===== src/rtl/drbg_sync_transmitter.sv =====
// Master-side DRBG sync-packet serialiser: PREAMBLE, sequence, V, optional CRC-8.
// Define DRBG_SYNC_TX_CRC_EN to append the CRC (49-bit packet, else 41 bits).
module drbg_sync_transmitter #(
  parameter logic [7:0] PREAMBLE = 8'hA5,
  parameter logic [7:0] CRC_POLY = 8'h07
) (
  input  logic        clk,
  input  logic        reset,
  input  logic        init_done,
  input  logic [31:0] sequence_internal,
  input  logic        V,
  input  logic        frame_start,
  input  logic        bit_strobe,
  output logic        tx_bit,
  output logic        tx_bit_valid,
  output logic        busy,
  output logic        next_seed,
  output logic        overrun
);

  localparam logic [1:0] IDLE = 2'd0;
  localparam logic [1:0] SEND = 2'd1;
  localparam logic [1:0] DONE = 2'd2;

  localparam logic [5:0] PKT_LAST = 6'd40;
  localparam logic [5:0] CRC_FROM = 6'd8;
`ifdef DRBG_SYNC_TX_CRC_EN
  localparam logic [5:0] LAST = 6'd48;
`else
  localparam logic [5:0] LAST = 6'd40;
`endif

  logic [1:0]  state_q, state_d;
  logic [40:0] pkt_q, pkt_d;
  logic [5:0]  cnt_q, cnt_d;
  logic        tx_bit_q, tx_bit_d;
  logic        tx_valid_q, tx_valid_d;
  logic        busy_q, busy_d;
  logic        next_seed_q, next_seed_d;
  logic        overrun_q, overrun_d;

`ifdef DRBG_SYNC_TX_CRC_EN
  logic [7:0]  crc_q, crc_d;
  logic        fb;
`else
  logic        unused_poly;
  assign unused_poly = ^CRC_POLY;
`endif

  always_comb begin
    state_d     = state_q;
    pkt_d       = pkt_q;
    cnt_d       = cnt_q;
    tx_bit_d    = tx_bit_q;
    tx_valid_d  = 1'b0;
    busy_d      = busy_q;
    next_seed_d = 1'b0;
    overrun_d   = 1'b0;
`ifdef DRBG_SYNC_TX_CRC_EN
    crc_d       = crc_q;
    fb          = crc_q[7] ^ pkt_q[40];
`endif
    unique case (state_q)
      IDLE: begin
        // strobes here, including one coincident with the latch, are dropped
        if (frame_start && init_done) begin
          pkt_d   = {PREAMBLE, sequence_internal, V};
          cnt_d   = 6'd0;
          busy_d  = 1'b1;
          state_d = SEND;
`ifdef DRBG_SYNC_TX_CRC_EN
          crc_d   = 8'h00;
`endif
        end
      end
      SEND: begin
        overrun_d = frame_start;
        if (bit_strobe) begin
          tx_valid_d = 1'b1;
          cnt_d      = cnt_q + 6'd1;
`ifdef DRBG_SYNC_TX_CRC_EN
          if (cnt_q > PKT_LAST) begin
            tx_bit_d = crc_q[7];
            crc_d    = {crc_q[6:0], 1'b0};
          end else begin
            tx_bit_d = pkt_q[40];
            pkt_d    = {pkt_q[39:0], 1'b0};
            if (cnt_q >= CRC_FROM) begin
              crc_d = {crc_q[6:0], 1'b0} ^ (fb ? CRC_POLY : 8'h00);
            end
          end
`else
          tx_bit_d = pkt_q[40];
          pkt_d    = {pkt_q[39:0], 1'b0};
`endif
          if (cnt_q == LAST) begin
            state_d = DONE;
          end
        end
      end
      DONE: begin
        overrun_d   = frame_start;
        next_seed_d = 1'b1;
        busy_d      = 1'b0;
        state_d     = IDLE;
      end
      default: begin
        busy_d  = 1'b0;
        state_d = IDLE;
      end
    endcase
  end

  always_ff @(posedge clk) begin
    if (reset) begin
      state_q     <= IDLE;
      pkt_q       <= '0;
      cnt_q       <= '0;
      tx_bit_q    <= 1'b0;
      tx_valid_q  <= 1'b0;
      busy_q      <= 1'b0;
      next_seed_q <= 1'b0;
      overrun_q   <= 1'b0;
`ifdef DRBG_SYNC_TX_CRC_EN
      crc_q       <= 8'h00;
`endif
    end else begin
      state_q     <= state_d;
      pkt_q       <= pkt_d;
      cnt_q       <= cnt_d;
      tx_bit_q    <= tx_bit_d;
      tx_valid_q  <= tx_valid_d;
      busy_q      <= busy_d;
      next_seed_q <= next_seed_d;
      overrun_q   <= overrun_d;
`ifdef DRBG_SYNC_TX_CRC_EN
      crc_q       <= crc_d;
`endif
    end
  end

  assign tx_bit       = tx_bit_q;
  assign tx_bit_valid = tx_valid_q;
  assign busy         = busy_q;
  assign next_seed    = next_seed_q;
  assign overrun      = overrun_q;

endmodule


===== config.mk =====
export PLATFORM = sky130hd
export DESIGN_NAME = drbg_sync_transmitter
export DESIGN_NICKNAME = d
export VERILOG_FILES = /design/src/rtl/drbg_sync_transmitter.sv
export SDC_FILE = /design/constraint.sdc
export NUM_CORES = 1
export LEC_CHECK = 0
export CORE_MARGIN = 2
export CORE_UTILIZATION = 54
export CTS_BUF_LIST = sky130_fd_sc_hd__clkbuf_4 sky130_fd_sc_hd__clkbuf_8
export DETAILED_ROUTE_END_ITERATION = 6
export PLACE_DENSITY = 0.9
export SLEW_MARGIN = 40
export SYNTH_ARGS = -nofsm -noshare
export SYNTH_HDL_FRONTEND = slang
export SYNTH_SLANG_ARGS = --single-unit
export TNS_END_PERCENT = 5

===== constraint.sdc =====
create_clock -name clk -period 2.3 [get_ports clk]
set_clock_uncertainty 0.05 [all_clocks]
set_input_delay 0.46 -clock clk [delete_from_list [all_inputs] [get_ports clk]]
set_output_delay 0.46 -clock clk [all_outputs]
set_load 0.005 [all_outputs]

Word-level counts from Yosys, hierarchy flattened
Cells that the tools add are included.

storage, ports and cells
  output and inout port bits = 5
  flip-flop bits (word level) = 54
  word-level logic and storage cells = 41
  input port bits = 38

cells by class
  reduce and logical (&&, ||, !) cells = 10
  bitwise gates (word level) = 2
  muxes and demuxes = 14
  equal/unequal tests = 6
  add/subtract/negate cells = 1

operator list
  operator                                                         number
  41-bit two-way mux                                               2
  41-bit one-hot mux with 2 select lines                           1
  6-bit two-way mux                                                2
  6-bit one-hot mux with 2 select lines                            1
  6-bit by 1-bit adder with 6-bit output, second input constant    1
  6-bit == test, second input constant                             1
  2-bit two-way mux                                                3
  2-bit inequality test, second input constant                     3
  3-bit AND reduction                                              2
  2-bit OR reduction                                               3
  2-bit one-hot mux with 2 select lines                            1
  2-bit AND reduction                                              2
  1-bit two-way mux                                                3
  2-bit by 1-bit == test with 1-bit output, second input constant  1
  2-bit == test, second input constant                             1
  2-bit zero test                                                  1
  1-bit inverter                                                   2
  1-bit one-hot mux with 2 select lines                            1
  2-bit nonzero test                                               1
  1-bit logical AND                                                1

Longest topological paths before layout
Gate-level depths: netlist of run 1.

  depth in word-level cells = 4
  depth in mapped cells = 8
  depth with buffers taken out = 5

Worst setup path after synthesis of run 1
No wires, ideal clock.

  path kind = register -> register
  start point = reg state_q[0]
  end point = reg cnt_q[4]
  setup slack = 640 ps
  stages on the path, launching flop included = 7
  data required time = 2180 ps
  arrival = 1540 ps
  path buffers = 1
  library setup time = 70 ps
  clock period less this slack = 1660 ps
  cells stage by stage = dfxtp_1 > inv_1 > ha_1 > a21boi_1 > buf_6 > or4_1 > a21oi_1

on the way
  cells in the longest elaborated chain, start to end = 3
  elaborated cells on any way between the ends = 7
  classes of those cells = eq/ne: 3; mux: 1; reduce/logical: 3

ends and longest elaborated chain
  item                                                                         line  RTL
  start: declaration                                                           33    logic [1:0] state_q, state_d;
  start signal: assignment                                                     128   state_q <= state_d;
  2-bit by 1-bit == test with 1-bit output or 2-bit zero test (tied branches)  63    unique case (state_q)
  2-bit inequality test (no line) or 2-bit nonzero test (tied branches)        n/a
  3-bit AND reduction (no line)                                                n/a
  end signal: assignment                                                       130   cnt_q <= cnt_d;
  end: declaration                                                             35    logic [5:0] cnt_q, cnt_d;

Several ways; a longest one is shown, not always the timed one.
A chain may end at the register's enable or synchronous reset.

Worst setup path in the final report of run 1
  start point = in bit_strobe
  end point = reg pkt_q[18]

on the way
  cells in the longest elaborated chain, start to end = 2

ends and longest elaborated chain
  item                             line  RTL
  start: declaration               13    input logic bit_strobe,
  2-bit inequality test (no line)  n/a
  3-bit AND reduction (no line)    n/a
  end signal: assignment           129   pkt_q <= pkt_d;
  end: declaration                 34    logic [40:0] pkt_q, pkt_d;

No other way between the ends.

==> results of run 1 <==
==> cell families (layout without fill, tap and decap cells) <==
group           count (synthesis)  count (layout)
compound gates                 96              96
flops                          54              54
mux                            36              36
simple gates                   42              42
buf+inv                        33              64
fa+ha+maj                       5               5
==> worst max-delay path by stage <==
stage / from / endpoint / slack (ps)
2_1_floorplan: state_q[0] / cnt_q[4] / 640
3_3_place_gp: bit_strobe / pkt_q[15] / 150
3_5_place_dp: bit_strobe / pkt_q[18] / 10
4_1_cts: bit_strobe / pkt_q[18] / 310
5_1_grt: state_q[1] / pkt_q[18] / 160
6_report: bit_strobe / pkt_q[18] / 300
==> worst max-delay path, stage by stage <==
cell and delay (ps):
clkdlybuf4s50_1 580, mux2_2 640, a21oi_1 190, a211oi_1 280
==> area by class of cell <==
type / instances / share of cell area, %
sequential: 54 / 35.8
timing repair buffer: 49 / 16.7
multi-input combinational: 179 / 41.3
clock inverter: 2 / 0.414
clock buffer: 6 / 2.73
tap: 52 / 2.15
inverter: 7 / 0.870
==> sequential cells by signal, indices dropped and copies added (netlist names) <==
signal        cells
busy              1
cnt_q             6
next_seed         1
overrun           1
pkt_q            41
state_q           2
tx_bit            1
tx_bit_valid      1
==> power groups by stage <==
stage / Clock [uW] / Combinational (uW) / Sequential (uW)
floorplan: 0 / 1240 / 1350
global placement: 0 / 1550 / 1390
detailed placement: 0 / 1610 / 1390
CTS: 563 / 1620 / 1380
global route: 598 / 1780 / 1410
finish: 554 / 1610 / 1380
==> synth_stat cells (all sizes together) (2+ instances only) <==
library cell  instances  area, sq um
nor2                  4         15.0
nand3                 8         40.0
ha                    5         62.6
inv                   7         26.3
o31ai                 3         22.5
buf                  15         90.1
dfxtp                54         1080
clkbuf               11         41.3
mux2i                35          350
nand2                 5         18.8
o21ai                 7         35.0
or4                   3         22.5
nand2b                3         18.8
a211oi               33          248
nor3                 10         50.1
a21boi                2         15.0
a21oi                48          240
==> stage by stage <==
stage | hold WS [ps] | std cells | area (sq um)
2_1_floorplan | 382 | 266 | 2480
3_3_place_gp | 399 | 341 | 2930
3_5_place_dp | 401 | 341 | 2930
4_1_cts | 415 | 349 | 3020
5_1_grt | 451 | 349 | 3020
6_report | 413 | 349 | 3020
==> layer usage <==
layer | vias to the layer above | part of all wire (%) | track usage [%]
met1 | 998 | 44 | 29.6
met3 | 6 | 5.9 | 5.49
met2 | 65 | 49 | 37.6
met4 | 0 | 0.89 | 4.40
li1 | 1035 | - | -
met5 | - | 0 | 0
==> flow_summary.toml, run 1 <==
[clock_tree]
clock_path_buffers = 2
cts_sinks = 54
cts_tree = "done"
cts_resized = 0
htree_num_levels = 2
clkTransAtPathRegs_ps = 90
numCtsBuffers = 5
hold_buffers = 0
clk_latency_ps = 310
post_cts_buffers = 0
clock-root-buffer = "clkbuf_8"

[cells_and_area]
fillers = 351
seq_area_sq_mm = 0.00108
finish.utilization_pct = 68.9
layout_commonest_cell = "dfxtp_1"
final_cell_mix = "dfxtp_1 (54), a21oi_1 (48), clkdlybuf4s50_1 (41)"
nets = 339
multi_input_area_sq_mm = 0.00125
layout-drive-gt1-share_pct = 7.41
area_growth_pct = 21.7
insertedDiodeCount = 0

[yosys]
synth_top_flop_cell = "dfxtp_1"
syn-num-nets = 309
synthesis.area_sq_mm = 0.00248
async_flop_share_pct = 0
synth-edff-count = 0
synthMuxAreaShare_pct = 14.6
synthAdderAreaFrac_pct = 2.52
synth_warnings = 0
avgSynthCellArea_sq_um = 9.33
yosysUniqueCellTypes = 33
yosys.area_share.xor_xnor_pct = 0
synth_seq_area_share_pct = 43.5
synth_top_family_by_area = "compound AO/OA/AOI/OAI gates"
synth_simple_gate_area_share_pct = 9.48
ys_ff_latch = 54
synth_cells = 266
synth_compound_area_share_pct = 23.5

[route]
drtIter0Drc = 166
drtAntennaViolNets = 0
vias = 2104
wl_um = 5370
first_pass_iters = 5
drc = 0
viasPerCell = 6.03
wl_per_cell_um = 15.4

[timing]
setup_viol = 0
rsz0062_at_grt = "no"
relSlewSlack_pct = 52.7
final.setup.worst_slack_ps = 303
drv_slew = 0
tightest_slew_ps = 709
finalCritPeriodShare_pct = 86.8
fmax_mhz = 501
finalHoldViolCount = 0
final.min_clock_period_ps = 2000
fin_setup_tns_ps = 0

[die]
start_util_pct = 56.6
rows = 24
die_x_um = 71.8
fp.dieH_um = 71.8
core-area_sq_mm = 0.00438
dieArea_sq_mm = 0.00516
io_pins = 43

[pwr]
power_uw = 3550
p_sw_share_pct = 38.7
power_leakage_uw = 0.00103
ir_worst_vdd_mv = 0.648
p_per_area_mw_per_mm2 = 1170
switchingPower_uw = 1370
seqPwrFrac_pct = 39.0
intPower_uw = 2170
clkPwrFrac_pct = 15.6
combPwrFrac_pct = 45.4

[global_route]
gr-usage-all-layers_pct = 22.4
gr-total-overflow = 0
grt_pass1_vias = 2002
grt_start_max_net_pins = 44
antenna_found_initial = 0
grt_pass1_wl_um = 9200

[placed_design]
dp_slack_ps = 11.0
gp_congestion = 0.784
port_buffers = 42
dpl.hpwl_um = 3480

[worst_setup_path]
reg2reg_from = "state_q[1]"
crit_path_end_kind = "flop"
crit_arrival_ps = 2170
crit_required_ps = 2470
rrSetupSlack_ps = 330
reg2reg_depth = 5
criticalPathCategory = "in2reg"
critPathLaunchType = "input port"
worstPathMaxFanout = 36
reg2reg_to = "pkt_q[18]"

[min_path]
whs_path_depth = 2
hp-class = "reg2reg"
min_to = "tx_bit"
min_from = "tx_bit"

[flow_run]
drv_cap = 0

[outcome]
status = "complete, no violations"
Note: power is estimated with default switching activity, not from simulation.
==> run 2: changes to the inputs <==
--- a/config.mk
+++ b/config.mk
@@ -10,6 +10,7 @@
 export CTS_BUF_LIST = sky130_fd_sc_hd__clkbuf_4 sky130_fd_sc_hd__clkbuf_8
 export DETAILED_ROUTE_END_ITERATION = 6
 export PLACE_DENSITY = 0.9
+export RECOVER_POWER = 50
 export SLEW_MARGIN = 40
 export SYNTH_ARGS = -nofsm -noshare
 export SYNTH_HDL_FRONTEND = slang
==> run 2 against run 1 <==
  * The flow now finishes with violations (max-capacitance violations, max-slew violations)
  * Combinational power about the same
  * First-iteration DRC count increased by 1.8%
  * Via count grew 0.19%
  * Critical path depth grew 1
  * Worst setup slack got worse by 42 ps
  * Critical path type is now reg2reg
==> flow_summary.toml, run 2 (synthesis gave the netlist of run 1 again) <==
[timing]
finalHoldViolCount = 0
rsz0062_at_grt = "no"
final.min_clock_period_ps = 2040
setup_viol = 0
finalCritPeriodShare_pct = 88.7
fmax_mhz = 490
drv_slew = 43
fin_setup_tns_ps = 0
relSlewSlack_pct = -13.6
tightest_slew_ps = 1700

[pwr]
ir_worst_vdd_mv = 0.659
power_leakage_uw = 0.00104
p_per_area_mw_per_mm2 = 1180

[die]
dieArea_sq_mm = 0.00516
io_pins = 43
fp.dieH_um = 71.8
core-area_sq_mm = 0.00438
start_util_pct = 56.6
die_x_um = 71.8
rows = 24

[clock_tree]
clock_path_buffers = 2
clock-root-buffer = "clkbuf_8"
hold_buffers = 0
htree_num_levels = 2
clkTransAtPathRegs_ps = 100
post_cts_buffers = 0
cts_tree = "done"
clk_latency_ps = 310
cts_sinks = 54
numCtsBuffers = 5
cts_resized = 0

[placed_design]
port_buffers = 42
gp_congestion = 0.784
dpl-instance-area_sq_mm = 0.00293
dpl.hpwl_um = 3480

[worst_setup_path]
worstPathMaxFanout = 36
critPathLaunchType = "flop"
crit_start = "state_q[1]"
reg2reg_from = "state_q[1]"
criticalPathCategory = "reg2reg"
reg2reg_depth = 5
critical-path-max-stage-delay_ps = 690
crit_path_end_kind = "flop"
worstPathCellList = "inv_1 > ha_1 > mux2_2 > a21oi_1 > a211oi_1"
crit_slowest_cell = "mux2_2"
crit_required_ps = 2470
crit_arrival_ps = 2210
reg2reg_to = "pkt_q[18]"
rrSetupSlack_ps = 260

[cells_and_area]
largest_reg_flops = 41
reg_top3 = "pkt_q x41, cnt_q x6, state_q x2"
final_cell_mix = "dfxtp_1 (54), a21oi_1 (48), clkdlybuf4s50_1 (36)"
layout_commonest_cell = "dfxtp_1"
seq_area_sq_mm = 0.00108
insertedDiodeCount = 0
area_growth_pct = 21.6
fillers = 353
multi_input_area_sq_mm = 0.00125
nets = 339
regMostFlops = "pkt_q"
final_area_sq_mm = 0.00302
layout-drive-gt1-share_pct = 6.73

[min_path]
min_to = "tx_bit"
min_from = "tx_bit"
hp-class = "reg2reg"
whs_path_depth = 2

[route]
wl_per_cell_um = 15.5
wl_um = 5400
first_pass_iters = 4
viasPerCell = 6.04
drc = 0
drtIter0Drc = 169
vias = 2108
drtAntennaViolNets = 0

[global_route]
gr-usage-all-layers_pct = 22.4
antenna_found_initial = 0
gr-total-overflow = 0
grt_pass1_vias = 2002
grt_start_max_net_pins = 44
grt_pass1_wl_um = 9200

[outcome]
status = "complete, but fails checks"
violations = "max-capacitance violations, max-slew violations"

[flow_run]
drv_cap = 1
[run 2: layout make-up]
type / instances / share of cell area (%)
inverter: 7 / 0.871
timing repair buffer: 49 / 16.7
clock buffer: 6 / 2.74
sequential: 54 / 35.8
multi-input combinational: 179 / 41.3
clock inverter: 2 / 0.415
tap: 52 / 2.16
[run 2: through the flow]
step / worst slack (ps) / cells / power, uW / utilization [%] / hold slack, ps
floorplan: 640 / 266 / 2600 / - / 382
global placement: 149 / 341 / 2940 / 66.8 / 399
detailed placement: 11.0 / 341 / 3010 / 66.8 / 401
CTS: 309 / 349 / 3560 / 68.9 / 415
global route: 81.2 / 349 / 3780 / 68.8 / 449
finish: 261 / 349 / 3550 / 68.8 / 410
[run 2: how the worst max path moves through the flow]
stage | slack [ps] | endpoint | depth (start not counted)
floorplan | 640 | cnt_q[4] | 6
global placement | 150 | pkt_q[15] | 4
detailed placement | 10 | pkt_q[18] | 4
CTS | 310 | pkt_q[18] | 4
global route | 80 | pkt_q[9] | 6
finish | 260 | pkt_q[18] | 5
[run 2: per-layer routing]
layer	track usage, %	part of all wire, %
met5	0	0
met4	4.40	0.89
met3	5.49	5.4
met2	37.6	50
met1	29.6	44
[run 2: critical path: cells and delay by family, from the launching register on]
family,cells,cell delay (ps)
AOI/OAI and AO/OA,2,470
adders and majority gates,1,270
buffers and inverters,1,80
DFF,1,380
muxes,1,690
[run 2: report_power, final]
| group | leakage (uW) | internal, uW | switching, uW | total [uW] |
|---|---|---|---|---|
| Sequential | 0.000443 | 1230 | 156 | 1380 |
| Clock | 0.0000472 | 243 | 314 | 557 |
| Combinational | 0.000549 | 701 | 906 | 1610 |
